File: src/rtl/dsp_pkg.sv
// -----------------------------------------------------------------------------
// dsp_pkg
// Shared definitions for the DSP slice sequencer: operand and accumulator
// widths, the OPMODE codes driven into the slice, the sequencer state enum,
// and the {valid, first} tag that travels alongside each multiplier term.
// -----------------------------------------------------------------------------
package dsp_pkg;

    localparam int OP_W = 18;   // A/B/D operand width
    localparam int P_W  = 48;   // accumulator (P) width

    // OPMODE bit map:
    //   [7] carry-in select, [6] pre-add/sub, [5] carry-in,
    //   [4] pre-adder select, [3:2] Z mux, [1:0] X mux.
    localparam logic [7:0] OPM_FIRST = 8'h11;  // P = M
    localparam logic [7:0] OPM_ACC   = 8'h19;  // P = P + M
    localparam logic [7:0] OPM_HOLD  = 8'h18;  // P = P

    typedef enum logic [1:0] {
        IDLE,
        RUN,
        DRAIN,
        OUT
    } state_t;

    typedef struct packed {
        logic valid;   // a real term is arriving at M
        logic first;   // that term opens a new frame
    } tag_t;

    // A valid tag selects X = M; a first tag selects Z = 0 so the previous
    // frame's P is discarded. Bubbles come out as X = 0, Z = P (hold).
    function automatic logic [7:0] opmode_for(input tag_t tag);
        logic [7:0] opm;
        opm = 8'h10;
        if (tag.valid) begin
            opm[1:0] = 2'b01;
        end
        if (!tag.first) begin
            opm[3:2] = 2'b10;
        end
        return opm;
    endfunction

endpackage

File: src/rtl/dsp_tag_pipe.sv
// -----------------------------------------------------------------------------
// dsp_tag_pipe
// Fixed-depth shift register of {valid, first} tags. It runs in step with
// the slice's multiplier pipeline so that the tag leaving the tail belongs to
// the term about to be registered into M.
//
// Ports:
//   i_clk  in   clock, rising edge
//   i_rst  in   asynchronous, active-high clear
//   i_tag  in   tag pushed every cycle (valid = 0 for bubbles)
//   o_tag  out  tag at the tail, DEPTH cycles after it was pushed
// -----------------------------------------------------------------------------
module dsp_tag_pipe
    import dsp_pkg::*;
#(
    parameter int DEPTH = 2
) (
    input  logic i_clk,
    input  logic i_rst,
    input  tag_t i_tag,
    output tag_t o_tag
);

    tag_t r_line [DEPTH];

    // NOTE: state updates use non-blocking assignments so every stage samples
    // its neighbour's pre-edge value; blocking here would collapse the line.
    always_ff @(posedge i_clk or posedge i_rst) begin
        if (i_rst) begin
            // NOTE: each stage is cleared because stale tags would produce
            // spurious accumulates after reset; bulk storage arrays would
            // normally be left without a reset.
            for (int i = 0; i < DEPTH; i++) begin
                r_line[i] <= '0;
            end
        end else begin
            r_line[0] <= i_tag;
            for (int i = 1; i < DEPTH; i++) begin
                r_line[i] <= r_line[i-1];
            end
        end
    end

    assign o_tag = r_line[DEPTH-1];

endmodule

File: src/rtl/dsp_mac_sequencer.sv
// -----------------------------------------------------------------------------
// dsp_mac_sequencer
// Feeds a frame of (A, B, D) tuples into a DSP slice so that its post-adder
// accumulator builds sum((D + B) * A), then returns the 48-bit result with
// the number of terms in the frame.
//
// Ports:
//   CLK, RST             clock; asynchronous active-high reset
//   s_valid/s_ready      operand stream handshake
//   s_a, s_b, s_d        operands for one term
//   s_last               final term of the frame
//   dsp_a/dsp_b/dsp_d    registered operands to the slice
//   dsp_opmode           registered OPMODE to the slice
//   dsp_p                slice accumulator output
//   m_valid/m_ready      result handshake
//   m_sum, m_count       frame sum and term count
// -----------------------------------------------------------------------------
module dsp_mac_sequencer
    import dsp_pkg::*;
#(
    parameter int MUL_LAT = 3,
    parameter int CNT_W   = 16
) (
    input  logic             CLK,
    input  logic             RST,
    input  logic             s_valid,
    output logic             s_ready,
    input  logic [OP_W-1:0]  s_a,
    input  logic [OP_W-1:0]  s_b,
    input  logic [OP_W-1:0]  s_d,
    input  logic             s_last,
    output logic [OP_W-1:0]  dsp_a,
    output logic [OP_W-1:0]  dsp_b,
    output logic [OP_W-1:0]  dsp_d,
    output logic [7:0]       dsp_opmode,
    input  logic [P_W-1:0]   dsp_p,
    output logic             m_valid,
    input  logic             m_ready,
    output logic [P_W-1:0]   m_sum,
    output logic [CNT_W-1:0] m_count
);

    // The opmode register adds one cycle after the tag tail, so the line is
    // one shorter than the multiplier latency.
    localparam int TAG_DEPTH = MUL_LAT - 1;
    // Covers the last term's trip to M, the OPMODE register and the P update.
    localparam int DRAIN_W = $clog2(MUL_LAT + 2);
    localparam logic [DRAIN_W-1:0] DRAIN_LOAD = DRAIN_W'(MUL_LAT + 1);

    state_t             r_state;
    state_t             w_state_nxt;
    logic               r_run_en;   // keeps s_ready low until the first edge after reset
    logic [OP_W-1:0]    r_a;
    logic [OP_W-1:0]    r_b;
    logic [OP_W-1:0]    r_d;
    logic [7:0]         r_opmode;
    logic [DRAIN_W-1:0] r_drain;
    logic [CNT_W-1:0]   r_count;
    logic [P_W-1:0]     r_sum;
    logic               r_m_valid;

    logic               w_accept;
    logic               w_beat;
    logic               w_first;
    logic               w_capture;
    logic               w_release;
    tag_t               w_tag_in;
    tag_t               w_tag_tail;

    always_ff @(posedge CLK or posedge RST) begin
        if (RST) begin
            r_state <= IDLE;
        end else begin
            r_state <= w_state_nxt;
        end
    end

    always_comb begin
        // NOTE: every signal driven here gets a default first, so no branch
        // can leave one unassigned and infer a latch.
        w_state_nxt = r_state;
        w_accept    = 1'b0;
        w_beat      = 1'b0;
        w_first     = 1'b0;
        w_capture   = 1'b0;
        w_release   = 1'b0;
        case (r_state)
            IDLE, RUN: begin
                w_accept = r_run_en;
                w_beat   = s_valid & r_run_en;
                w_first  = w_beat & (r_state == IDLE);
                if (w_beat) begin
                    w_state_nxt = s_last ? DRAIN : RUN;
                end
            end
            DRAIN: begin
                if (r_drain == '0) begin
                    w_capture   = 1'b1;
                    w_state_nxt = OUT;
                end
            end
            OUT: begin
                // m_valid is high for the whole of OUT.
                if (m_ready) begin
                    w_release   = 1'b1;
                    w_state_nxt = IDLE;
                end
            end
            default: w_state_nxt = IDLE;
        endcase
    end

    assign w_tag_in = '{valid: w_beat, first: w_first};

    dsp_tag_pipe #(
        .DEPTH (TAG_DEPTH)
    ) u_tag_pipe (
        .i_clk (CLK),
        .i_rst (RST),
        .i_tag (w_tag_in),
        .o_tag (w_tag_tail)
    );

    always_ff @(posedge CLK or posedge RST) begin
        if (RST) begin
            r_run_en  <= 1'b0;
            r_a       <= '0;
            r_b       <= '0;
            r_d       <= '0;
            r_opmode  <= OPM_HOLD;
            r_drain   <= '0;
            r_count   <= '0;
            r_sum     <= '0;
            r_m_valid <= 1'b0;
        end else begin
            r_run_en <= 1'b1;
            r_opmode <= opmode_for(w_tag_tail);

            // Operands only move on a beat; between beats the slice keeps
            // seeing the last term, which is harmless because its tag is a bubble.
            if (w_beat) begin
                r_a     <= s_a;
                r_b     <= s_b;
                r_d     <= s_d;
                r_count <= w_first ? CNT_W'(1) : r_count + 1'b1;
                if (s_last) begin
                    r_drain <= DRAIN_LOAD;
                end
            end else if (r_state == DRAIN && r_drain != '0) begin
                r_drain <= r_drain - 1'b1;
            end

            if (w_capture) begin
                r_sum     <= dsp_p;
                r_m_valid <= 1'b1;
            end else if (w_release) begin
                r_m_valid <= 1'b0;
            end
        end
    end

    assign s_ready    = w_accept;
    assign dsp_a      = r_a;
    assign dsp_b      = r_b;
    assign dsp_d      = r_d;
    assign dsp_opmode = r_opmode;
    assign m_valid    = r_m_valid;
    assign m_sum      = r_sum;
    assign m_count    = r_count;

endmodule
File: config.mk
export PLATFORM = sky130hd
export DESIGN_NAME = dsp_mac_sequencer
export DESIGN_NICKNAME = d
export VERILOG_FILES = /design/src/rtl/dsp_pkg.sv /design/src/rtl/dsp_tag_pipe.sv /design/src/rtl/dsp_mac_sequencer.sv
export SDC_FILE = /design/constraint.sdc
export NUM_CORES = 1
export LEC_CHECK = 0
export CAP_MARGIN = 20
export CELL_PAD_IN_SITES_DETAIL_PLACEMENT = 0
export CELL_PAD_IN_SITES_GLOBAL_PLACEMENT = 2
export CORE_UTILIZATION = 22
export DETAILED_ROUTE_END_ITERATION = 10
export PLACE_DENSITY = 0.76
export SLEW_MARGIN = 0
export SYNTH_ARGS = -nofsm -noshare
export SYNTH_HDL_FRONTEND = slang
export SYNTH_SLANG_ARGS = --single-unit
export TNS_END_PERCENT = 20
File: constraint.sdc
create_clock -name CLK -period 4.24 [get_ports CLK]
set_clock_uncertainty 0.1 [all_clocks]
set_input_delay 0.848 -clock CLK [delete_from_list [all_inputs] [get_ports CLK]]
set_output_delay 0.848 -clock CLK [all_outputs]
set_load 0.01 [all_outputs]
## Word-level counts from Yosys, hierarchy flattened

Cells that the tools add are included.

| operators by class | value |
|---|---|
| add/sub/neg operators | 2 |
| eq/ne operators | 7 |
| mux-type cells | 20 |
| bitwise gates (word level) | 2 |
| reductions and logical operators | 9 |

Operators by type and width:

| kind | count |
|---|---|
| adder 16 x 1 -> 16 bit, second input constant | 1 |
| 2-to-1 mux 16 bit | 1 |
| 2-to-1 mux 1 bit | 10 |
| 2-to-1 mux 2 bit | 5 |
| 2-to-1 mux 3 bit | 3 |
| inequality test 2 bit, second input constant | 4 |
| one-hot mux 2 bit (3 select lines) | 1 |
| equality test 2 bit, second input constant | 2 |
| nonzero test 2 bit | 2 |
| zero test 3 bit | 1 |
| AND reduction 3 bit | 1 |
| nonzero test 3 bit | 1 |
| subtractor 3 x 1 -> 3 bit, second input constant | 1 |
| bitwise AND 1 bit | 2 |
| equality test 2 x 1 -> 1 bit, second input constant | 1 |
| zero test 2 bit | 1 |
| AND reduction 2 bit | 1 |
| OR reduction 2 bit | 1 |
| logical AND 1 bit | 1 |

| word-level totals | value |
|---|---|
| register bits after elaboration | 133 |
| output and inout port bits | 128 |

## Longest topological paths before layout

| logic depth | value |
|---|---|
| depth after elaboration | 5 |
| depth in mapped cells | 7 |
| depth with buffers taken out | 6 |

## Modules after synthesis

Synthesis repeated with hierarchy kept, for this count alone.

| second synthesis, totals | value |
|---|---|
| cell total of the unflattened synthesis | 475 |
| area, all modules | 5183.7 µm² |

Modules (own cells, without submodules):

| module | instances | cells each | area each (µm²) | sequential area each (µm²) |
|---|---|---|---|---|
| dsp_mac_sequencer | 1 | 468 | 5064.9 | 3179.3 |
| dsp_tag_pipe | 1 | 7 | 118.9 | 100.1 |

## Worst setup path after synthesis

Ideal clock, no wire load.

| path | value |
|---|---|
| kind | input port to flip-flop |
| start point | input s_valid |
| end point | register r_count[10], in the netlist m_count[10] |
| library setup time | 0.078 ns |
| data arrival time | 1.715 ns |
| setup slack | 2.347 ns |
| cell stages on the path | 5 |
| path buffers | 0 |
| cells stage by stage | nand3b_4 inv_2 nand4_1 or4_1 a21oi_1 |

| between the ends | value |
|---|---|
| word-level cells in the longest chain between the ends | 4 |
| elaborated cells between the ends (all ways) | 5 |
| those cells by class | mux: 3; bitwise: 2 |

RTL lines:

| item | line | RTL |
|---|---|---|
| from (decl) | dsp_mac_sequencer.sv:26 | `input logic s_valid,` |
| bitwise AND 1 bit (*) | dsp_mac_sequencer.sv:90 | `w_beat = s_valid & r_run_en;` |
| bitwise AND 1 bit | dsp_mac_sequencer.sv:91 | `w_first = w_beat & (r_state == IDLE);` |
| 2-to-1 mux 1 bit | dsp_mac_sequencer.sv:87 | `case (r_state)` |
| 2-to-1 mux 16 bit | dsp_mac_sequencer.sv:145 | `r_count <= w_first ? CNT_W'(1) : r_count + 1'b1;` |
| to (signal assigned) | dsp_mac_sequencer.sv:145 |  |
| to (decl) | dsp_mac_sequencer.sv:58 | `logic [CNT_W-1:0] r_count;` |

Mark *: on every way between the ends. The rest lies on a longest branch, timed or not.
A chain may end at the register's enable or synchronous reset.

## Final worst setup path

| path | value |
|---|---|
| start point | register r_state[1] |
| end point | output s_ready |

| between the ends | value |
|---|---|
| word-level cells in the longest chain between the ends | 3 |
| elaborated cells between the ends (all ways) | 4 |
| those cells by class | eq/ne: 1; mux: 1; reduce/logical: 2 |

RTL lines:

| item | line | RTL |
|---|---|---|
| from (decl) | dsp_mac_sequencer.sv:50 | `state_t r_state;` |
| from (signal assigned) | dsp_mac_sequencer.sv:74 | `r_state <= w_state_nxt;` |
| equality test 2 x 1 -> 1 bit / zero test 2 bit (equally long branches) | dsp_mac_sequencer.sv:87 |  |
| OR reduction 2 bit (*) | dsp_mac_sequencer.sv:87 |  |
| 2-to-1 mux 1 bit (*) | dsp_mac_sequencer.sv:87 |  |
| to (decl) | dsp_mac_sequencer.sv:27 | `output logic s_ready,` |

Marked as above.

==> out/results.md <==
GRT
* antenna violations before repair: 0
* wire length of the first global-routing pass: 23190 um
* vias in the first global route: 4433
* all-layer global routing usage: 0.1237
* GRT Residual Overflow: 0
* maximum number of pins on one net before global-route repair: 132

Yosys
* post-synthesis sequential element count: 131
* cell type with the highest aggregate area in the netlist: sky130_fd_sc_hd__dfrtp_1
* top area cells in the synthesized netlist: sky130_fd_sc_hd__dfrtp_1, sky130_fd_sc_hd__nand2_1, sky130_fd_sc_hd__mux2_2, sky130_fd_sc_hd__xnor2_1, sky130_fd_sc_hd__nand3_1
* Post-synth top flop: sky130_fd_sc_hd__dfrtp_1
* fraction of registers with async set/reset: 1.000
* sequential share of the synthesized area: 0.6317
* Post-Synthesis Mean Instance Area: 11.14 sq um
* most instantiated cells after synthesis: sky130_fd_sc_hd__nand2_1, sky130_fd_sc_hd__dfrtp_1, sky130_fd_sc_hd__mux2_2
* count of unique library cells instantiated by Yosys: 41
* number of enable flip-flop cells after synthesis: 0
* number of instances in the synthesized netlist: 466
* Yosys warning total: 0
* area share of the largest cell type after synthesis: 0.6267
* Post-Synthesis Cell Area: 0.005191 sq mm
* cell with the most instances after synthesis: sky130_fd_sc_hd__nand2_1

Place
* post-detailed-placement half-perimeter wirelength: 9773 um
* RePlAce Congestion: 0.7234
* IO buf count: 228
* pre-CTS setup slack: 1.298 ns
* placed standard-cell area: 0.007779 sq mm

Timing
* count of final max-slew check failures: 0
* setup ws final: 1.714 ns
* Worst Tran Pin Value: 0.8333 ns
* Achievable Freq: 0.3959 GHz
* Tmin final: 2.526 ns
* max_slew headroom: 0.4444
* share of the cycle needed by the critical path after routing: 0.5958
* final count of hold timing violations: 0
* RSZ-0062 raised after global routing: false
* accumulated negative setup slack: 0 ns
* number of setup violations in the final report: 0

Power and ir drop
* power density over cell area: 598.8 mW/mm^2
* clock network fraction of design power: 0.293
* combinational share of power: 0.328
* switching power as a share of total power: 0.2874
* power consumption: 0.005019 W
* portion of total power attributed to sequential cells: 0.379
* worst-case vdd ir drop: 0.1962 mV
* net switching power figure: 0.001443 W
* leakage power: 3.789 nW
* internal power component: 0.003577 W

CTS
* post-CTS setup-driven buffer insertion count: 0
* number of gates given a new drive strength after cts: 0
* H-tree Lvls: 4
* clock insertion delay at the later pin of the skew report: 0.41 ns
* CTS buffer count: 17
* CTS Root Buffer Type: sky130_fd_sc_hd__clkbuf_16
* clock sinks: 131
* clock-pin slew on the worst setup and hold paths: 0.06 ns
* CTS tree: done
* number of buffers between clock root and the deepest sink: 2
* hold buffer count at CTS: 0

Floorplanning
* height of the die: 155.6 um
* initial core utilization: 0.2265
* die area: 0.02421 sq mm
* total I/O pin count: 235
* die extent in x: 155.6 um
* placeable core area: 0.02292 sq mm
* number of rows in the core area: 55

Setup path
* Startpoint Class: register
* type of the worst setup path: reg2out
* data arrival time of the critical path: 1.58 ns
* Critical Path Sink Type: output pin
* crit-path max FO: 6
* required time of the critical path: 3.29 ns

Min path
* worst hold-check path type: reg2reg

Route
* final routed wire length divided by cell count: 13.96 um
* detailed-route vias per instance: 4.019
* DR DRC count: 0
* number of nets with antenna violations after detailed routing: 0
* final WL: 14270 um
* starting DRC count in detailed routing: 153
* routed vias: 4107
* iteration count of the initial detailed-routing pass: 4

Cells and area
* signed area change from the synthesized netlist to the final layout: 61.48%
* share of layout cells above drive strength 1: 0.1255
* Finished Cell Area: 0.008383 sq mm
* Filler Cells Inserted: 2273
* NumNets Final: 807
* antenna diode instance count: 0

Job
* number of max-cap violations: 0

Outcome
* run status: finished, final reports clean

routing by layer:
metal | global-route usage | wire length [um] | vias up
met3 | 0.05028 | 1266 | 24
met1 | 0.1351 | 5577 | 1948
met5 | 0 | 0 | -
met2 | 0.2099 | 7085 | 164
li1 | - | - | 1971
met4 | 0.05649 | 340 | 0
power by group through the flow:
stage	registers, W	clock network (W)	logic (W)
after floorplan	0.00206	0	0.000506
after global placement	0.00191	0	0.00165
after detailed placement	0.00193	0	0.00167
after CTS	0.00191	0.00154	0.00167
after global routing	0.00197	0.00159	0.00180
final	0.00190	0.00147	0.00165
per-stage QoR:
step,utilization,cells,hold WS [ns]
final,0.3658,1022,0.2501
after global routing,0.3658,1022,0.2588
after CTS,0.3649,1021,0.2492
after detailed placement,0.3394,990,0.2402
after global placement,0.3394,990,0.2365
after floorplan,-,471,0.2312
area by class of cell:
type	instances	area (sq um)	area share
Clock buffer	21	450.4	0.05373
Tap cell	313	391.6	0.04672
Inverter	6	26.28	0.003134
Clock inverter	10	133.9	0.01597
Timing Repair Buffer	233	2345	0.2797
Multi-Input combinational cell	308	1757	0.2096
Sequential cell	131	3279	0.3912
placed cells by master (no fill, tap or decap), types with 2 or more instances in the layout:
cell,n
sky130_fd_sc_hd__a21o_1,2
sky130_fd_sc_hd__a21oi_1,6
sky130_fd_sc_hd__a31oi_1,2
sky130_fd_sc_hd__a41o_1,2
sky130_fd_sc_hd__buf_12,2
sky130_fd_sc_hd__buf_4,3
sky130_fd_sc_hd__bufinv_16,3
sky130_fd_sc_hd__clkbuf_1,3
sky130_fd_sc_hd__clkbuf_16,17
sky130_fd_sc_hd__clkdlybuf4s50_1,228
sky130_fd_sc_hd__clkinv_2,4
sky130_fd_sc_hd__clkinvlp_4,3
sky130_fd_sc_hd__conb_1,7
sky130_fd_sc_hd__dfrtp_1,130
sky130_fd_sc_hd__ha_1,3
sky130_fd_sc_hd__inv_1,4
sky130_fd_sc_hd__mux2_2,48
sky130_fd_sc_hd__nand2_1,175
sky130_fd_sc_hd__nand3_1,10
sky130_fd_sc_hd__nand4_1,4
sky130_fd_sc_hd__nor2_1,10
sky130_fd_sc_hd__nor2b_1,2
sky130_fd_sc_hd__nor3_1,3
sky130_fd_sc_hd__nor4_1,2
sky130_fd_sc_hd__o21ai_0,9
sky130_fd_sc_hd__or4_1,2
sky130_fd_sc_hd__xnor2_1,6
worst max-delay path, cell delays in order, from the launching register on:
cell and delay (ns):
sky130_fd_sc_hd__dfrtp_1 0.43, sky130_fd_sc_hd__nor2b_1 0.13, sky130_fd_sc_hd__clkdlybuf4s50_1 0.62
state kept, by name, indices dropped and copies added (netlist names), 3 cells and up:
register  count
dsp_a        18
dsp_b        18
dsp_d        18
m_count      16
m_sum        48
r_drain       3
kinds of logic (layout without fill, tap and decap cells):
kind of cell             after synthesis  in the layout  share of synthesized area
AO/OA/AOI/OAI                         25             25                    0.02989
XOR/XNOR                               7              7                    0.01181
adder cells (fa/ha/maj)                3              3                   0.007231
buffers and inverters                 32            270                    0.03374
flip-flops                           131            131                     0.6317
multiplexers                          48             48                     0.1041
other                                  2              7                   0.001447
AND/OR/NAND/NOR                      218            218                     0.1800
final timing paths:
| path | start | cells past startpoint | to | slack (ns) |
|---|---|---|---|---|
| max | r_state[1] | 2 | s_ready | 1.71 |
| min | u_tag_pipe.o_tag[0] | 1 | dsp_opmode[3] | 0.25 |
| max reg2reg | r_state[0] | 4 | m_sum[26] | 2.13 |
| min reg2reg | u_tag_pipe.o_tag[0] | 1 | dsp_opmode[3] | 0.25 |
| max in group asynchronous | RST | 3 | m_count[5] | 2.52 |
| min in group asynchronous | RST | 3 | m_sum[4] | 0.79 |
(Power assumes the default switching activity.)
